**src/rtl/factorial_inverse.sv**
```systemverilog
// rtl/factorial_inverse.sv - decides whether a value is an exact factorial n! and returns n
module factorial_inverse #(
    parameter int N = 16
) (
    input  logic         clk,
    input  logic         rst_n,
    input  logic         start,
    input  logic [N-1:0] data_in,
    output logic         busy,
    output logic         done,
    output logic         valid,
    output logic [N-1:0] n_out
);

    typedef enum logic [2:0] {IDLE, CHECK, DIV, EVAL, DONE} state_t;

    localparam int CW = $clog2(N) + 1;

    state_t         state, state_next;
    logic [N-1:0]   q;
    logic [N-1:0]   i_div;
    logic [N:0]     rem;
    logic [CW-1:0]  cnt;
    logic           res_valid;
    logic [N-1:0]   res_n;

    logic           accept;
    logic           last_div;
    logic [N:0]     rem_shift;
    logic [N:0]     rem_sub;
    logic           ge;

    // busy still high in the done cycle keeps a start there from being accepted
    assign accept    = (state == IDLE) && start && !busy;
    assign last_div  = (cnt == CW'(N - 1));
    assign rem_shift = {rem[N-1:0], q[N-1]};
    assign ge        = (rem_shift >= {1'b0, i_div});
    assign rem_sub   = rem_shift - {1'b0, i_div};

    always_ff @(posedge clk or negedge rst_n) begin
        if (!rst_n) begin
            state <= IDLE;
        end else begin
            state <= state_next;
        end
    end

    always_comb begin
        state_next = state;
        case (state)
            IDLE:  if (accept) state_next = CHECK;
            CHECK: state_next = (q <= N'(1)) ? DONE : DIV;
            DIV:   if (last_div) state_next = EVAL;
            EVAL:  state_next = ((rem != '0) || (q == N'(1))) ? DONE : DIV;
            DONE:  state_next = IDLE;
            default: state_next = IDLE;
        endcase
    end

    // q doubles as the dividend shift register and collects the quotient bits
    always_ff @(posedge clk or negedge rst_n) begin
        if (!rst_n) begin
            q         <= '0;
            i_div     <= '0;
            rem       <= '0;
            cnt       <= '0;
            res_valid <= 1'b0;
            res_n     <= '0;
            busy      <= 1'b0;
            done      <= 1'b0;
            valid     <= 1'b0;
            n_out     <= '0;
        end else begin
            done <= 1'b0;
            if (done) begin
                busy <= 1'b0;
            end
            case (state)
                IDLE: begin
                    if (accept) begin
                        q         <= data_in;
                        i_div     <= N'(2);
                        rem       <= '0;
                        cnt       <= '0;
                        res_valid <= 1'b0;
                        res_n     <= '0;
                        busy      <= 1'b1;
                    end
                end
                CHECK: begin
                    if (q == N'(1)) begin
                        res_valid <= 1'b1;
                        res_n     <= N'(1);
                    end
                end
                DIV: begin
                    rem <= ge ? rem_sub : rem_shift;
                    q   <= {q[N-2:0], ge};
                    cnt <= cnt + CW'(1);
                end
                EVAL: begin
                    if (rem == '0) begin
                        if (q == N'(1)) begin
                            res_valid <= 1'b1;
                            res_n     <= i_div;
                        end else begin
                            i_div <= i_div + N'(1);
                            rem   <= '0;
                            cnt   <= '0;
                        end
                    end
                end
                DONE: begin
                    done  <= 1'b1;
                    valid <= res_valid;
                    n_out <= res_n;
                end
                default: ;
            endcase
        end
    end

endmodule

```
**config.mk**
```make
export PLATFORM = sky130hd
export DESIGN_NAME = factorial_inverse
export DESIGN_NICKNAME = d
export VERILOG_FILES = /design/src/rtl/factorial_inverse.sv
export SDC_FILE = /design/constraint.sdc
export NUM_CORES = 1
export LEC_CHECK = 0
export CAP_MARGIN = 20
export CORE_MARGIN = 10
export CORE_UTILIZATION = 40
export CTS_CLUSTER_SIZE = 24
export DETAILED_ROUTE_END_ITERATION = 6
export PLACE_DENSITY_LB_ADDON = 0.08
export SYNTH_ARGS = -nofsm -noshare
export SYNTH_HDL_FRONTEND = slang
export SYNTH_SLANG_ARGS = --single-unit
export TNS_END_PERCENT = 100
```
**constraint.sdc**
```tcl
create_clock -name clk -period 2.54 [get_ports clk]
set_clock_uncertainty 0.05 [all_clocks]
set_input_delay 0.635 -clock clk [delete_from_list [all_inputs] [get_ports clk]]
set_output_delay 0.635 -clock clk [all_outputs]
set_load 0.005 [all_outputs]
```
==> impl_metrics.ini <==
[timing]
hold_viol = 0
setup_slack_ns = 0.0607
setup_viol = 0
period_share = 0.976
max_clock_freq_mhz = 403
rsz0062_at_grt = true
tightestPinTransition_ns = 0.478
maxSlewHeadroom = 0.680
fin_crit_ns = 2.48
finalMaxSlewViolations = 0

[global_routing]
grt_overflow = 0
first_global_vias = 4007
track_usage = 0.146
antenna_found_initial = 0
grt_max_degree = 36
grt_pass1_wl_mm = 21.0

[clocking]
insertion_delay_ns = 0.35
cts_sinks = 93
clk_path_buf_depth = 2
cts-root-buf = clkbuf_16
cts_buffers = 9
cts_max_level = 3
cts_tree = done
cts-hold-fix-buffers = 0
clk_pin_slew_ns = 0.07

[power_and_ir_drop]
ir_drop_uv = 235
switchingPower_uw = 645
p_clk_frac = 0.489
p_comb_frac = 0.022
intPower_mw = 2.38
p_seq_frac = 0.489
p_per_area_nw_per_um2 = 469
swShare = 0.213
power_leakage_nw = 2.81

[setup_path]
critPathMostFrequentCell = o31a_1
end_kind = flip-flop
crit_path_start_kind = flip-flop
worstPathArrival_ns = 2.66
worst-r2r-cell-count = 9
crit_slowest_cell = dfrtp_2
slowest_delay_ns = 0.44
timing.rr.end = rem[16]
crit_fanout = 4
cp_top_family = compound AO/OA/AOI/OAI gates
crit_path_cell_trace = inv_2, ha_4, nor2b_2, o31a_1, o31a_1, o21ai_2, a31oi_4, nor3b_2, a221o_1
crit_type = flip-flop to flip-flop
required_ns = 2.72
path_buf_inv = 1
worstReg2RegStart = i_div[1]
r2r_setup_slack_ns = 0.06

[route]
dr_total_vias = 4042
routed_via_density = 5.25
finalWirelength_mm = 12.6
antenna_left = 0
route.detailed.drc = 0
firstDrtPassIters = 4
routedWlPerCell_um = 16.4
drtIter0Drc = 278

[floorplanning]
die_w_um = 133
fp.dieH_um = 133
io_pins = 38
dieArea_sq_um = 17600
initial_core_util = 0.404
core_sq_um = 12500
rows = 41

[run]
cap_violations = 0

[finish]
syn_to_final_growth_pct = 27.6
drive_gt1_frac = 0.221
diodes = 0
fillers = 1220
nets = 632
design_area_sq_um = 6460
fin_util = 0.516

[min_path]
hp-class = primary input to asynchronous set/reset pin

[synth]
synth.top_cells.by_area = dfrtp_1 (46%), mux2i_1 (5.1%), ha_1 (4.7%)
synth_edf_count = 0
yosys_warnings = 0
syn_area_sq_um = 5060
synth_cell_type_count = 59
yosysSeqAreaShare = 0.460
synth_most_common_cell = dfrtp_1
ys_ff_latch = 93
synthArstFlopShare = 1.00
synth_top_area_cell = dfrtp_1
synth.top_cell.area_share = 0.460
syn_area_per_cell_sq_um = 9.87
synth_nets = 552
ys.flop_type = dfrtp_1
ys_top_cells_by_count = dfrtp_1 (93), nand2_1 (62), o21ai_0 (41)
synthCells = 513

[placement]
hpwl_mm = 9.54
io_buffer_count = 37
pre_cts_slack_ns = -0.0402
gp_congestion = 0.871
placed_cell_area_sq_um = 5950

[run_status]
status = completed
-- logic make-up (layout without fill, tap and decap cells) --
kind of cell | Yosys count | in the layout | synth area share
buffers and inverters | 49 | 134 | 0.0400
AOI/OAI and AO/OA | 124 | 124 | 0.164
xor gates and xnor gates | 23 | 23 | 0.0398
adders and majority gates | 20 | 20 | 0.0509
muxes | 45 | 45 | 0.0937
and+or+nand+nor | 159 | 159 | 0.152
DFF | 93 | 93 | 0.460
-- stage by stage --
step                hold slack (ns)  power (mW)  instances  TNS [ns]
global route                  0.217        3.14        770    -0.225
global placement              0.379        1.58        747    -0.144
finish                        0.187        3.03        770         0
CTS                           0.194        3.06        763         0
floorplan                     0.289        1.51        513         0
detailed placement            0.390        1.58        747    -0.125
-- final cells by class --
type / instances / area [sq um] / area share
Sequential cell: 93 / 2330 / 0.361
Multi-Input combinational cell: 371 / 2670 / 0.413
Inverter: 24 / 90.1 / 0.0140
Clock inverter: 6 / 92.6 / 0.0143
Timing Repair Buffer: 94 / 836 / 0.129
Clock buffer: 10 / 229 / 0.0355
Tap cell: 172 / 215 / 0.0333
-- state kept, by name, summed over array words and instances, names as in the netlist --
signal / count
rem: 17
i_div: 16
n_out: 16
q: 16
res_n: 16
cnt: 5
state: 3
busy: 1
done: 1
res_valid: 1
valid: 1
-- repair_timing --
action | 4_1_cts | 5_1_grt
gates resized for setup | 2 | 29
buffers inserted | 0 | 7
setup endpoints to repair | 9 | 25
pin swaps | 0 | 15
-- how the worst max path moves through the flow --
stage | slack (ns) | end | startpoint | cells after the start
after floorplan | 0.02 | rem[16] | i_div[1] | 10
after global placement | -0.03 | rem[12] | rem[0] | 9
after detailed placement | -0.04 | rem[12] | rem[0] | 9
after CTS | 0.001 | rem[16] | q[15] | 10
after global routing | -0.04 | rem[16] | i_div[14] | 8
final | 0.06 | rem[16] | i_div[1] | 9
-- worst reg2reg max path: cells and delay by family, from the launching register on --
kind | cells | cell delay [ns]
buf+inv | 1 | 0.09
flops | 1 | 0.44
compound gates | 5 | 1.25
fa+ha+maj | 1 | 0.20
simple gates | 2 | 0.34
-- layer usage --
layer / vias to the layer above / wire length, um / track usage
li1: 1992 / - / -
met1: 1978 / 6240 / 0.201
met2: 59 / 5870 / 0.228
met3: 13 / 351 / 0.0223
met4: 0 / 160 / 0.0495
met5: - / 0 / 0
-- power by group through the flow --
stage               Combinational [mW]  Sequential, mW  Clock (mW)
finish                          0.0666            1.48        1.48
global route                    0.0753            1.48        1.59
CTS                             0.0701            1.48        1.51
detailed placement              0.0698            1.51           0
global placement                0.0696            1.51           0
floorplan                     0.000584            1.51           0
-- cell usage in the layout, fill, tap and decap left out, types with 3 or more instances in the layout --
| cell type | n |
|---|---|
| a211oi_1 | 3 |
| a21o_1 | 3 |
| or3_1 | 5 |
| mux2i_1 | 26 |
| dfrtp_1 | 92 |
| nand4_1 | 8 |
| a21oi_1 | 17 |
| clkdlybuf4s50_1 | 36 |
| nor4_2 | 4 |
| clkbuf_16 | 9 |
| mux2_2 | 19 |
| inv_1 | 21 |
| buf_6 | 4 |
| a22o_1 | 3 |
| nand3_1 | 9 |
| ha_1 | 15 |
| nor2_1 | 37 |
| nand2_1 | 61 |
| o21a_1 | 4 |
| a211o_1 | 4 |
| buf_4 | 52 |
| o21ai_1 | 3 |
| a31oi_1 | 5 |
| nor3_1 | 8 |
| inv_2 | 3 |
| nor4_1 | 3 |
| o31ai_1 | 17 |
| o21ai_0 | 39 |
| nor3_2 | 6 |
| xnor2_1 | 21 |
Power figures use the tool's default switching activity.
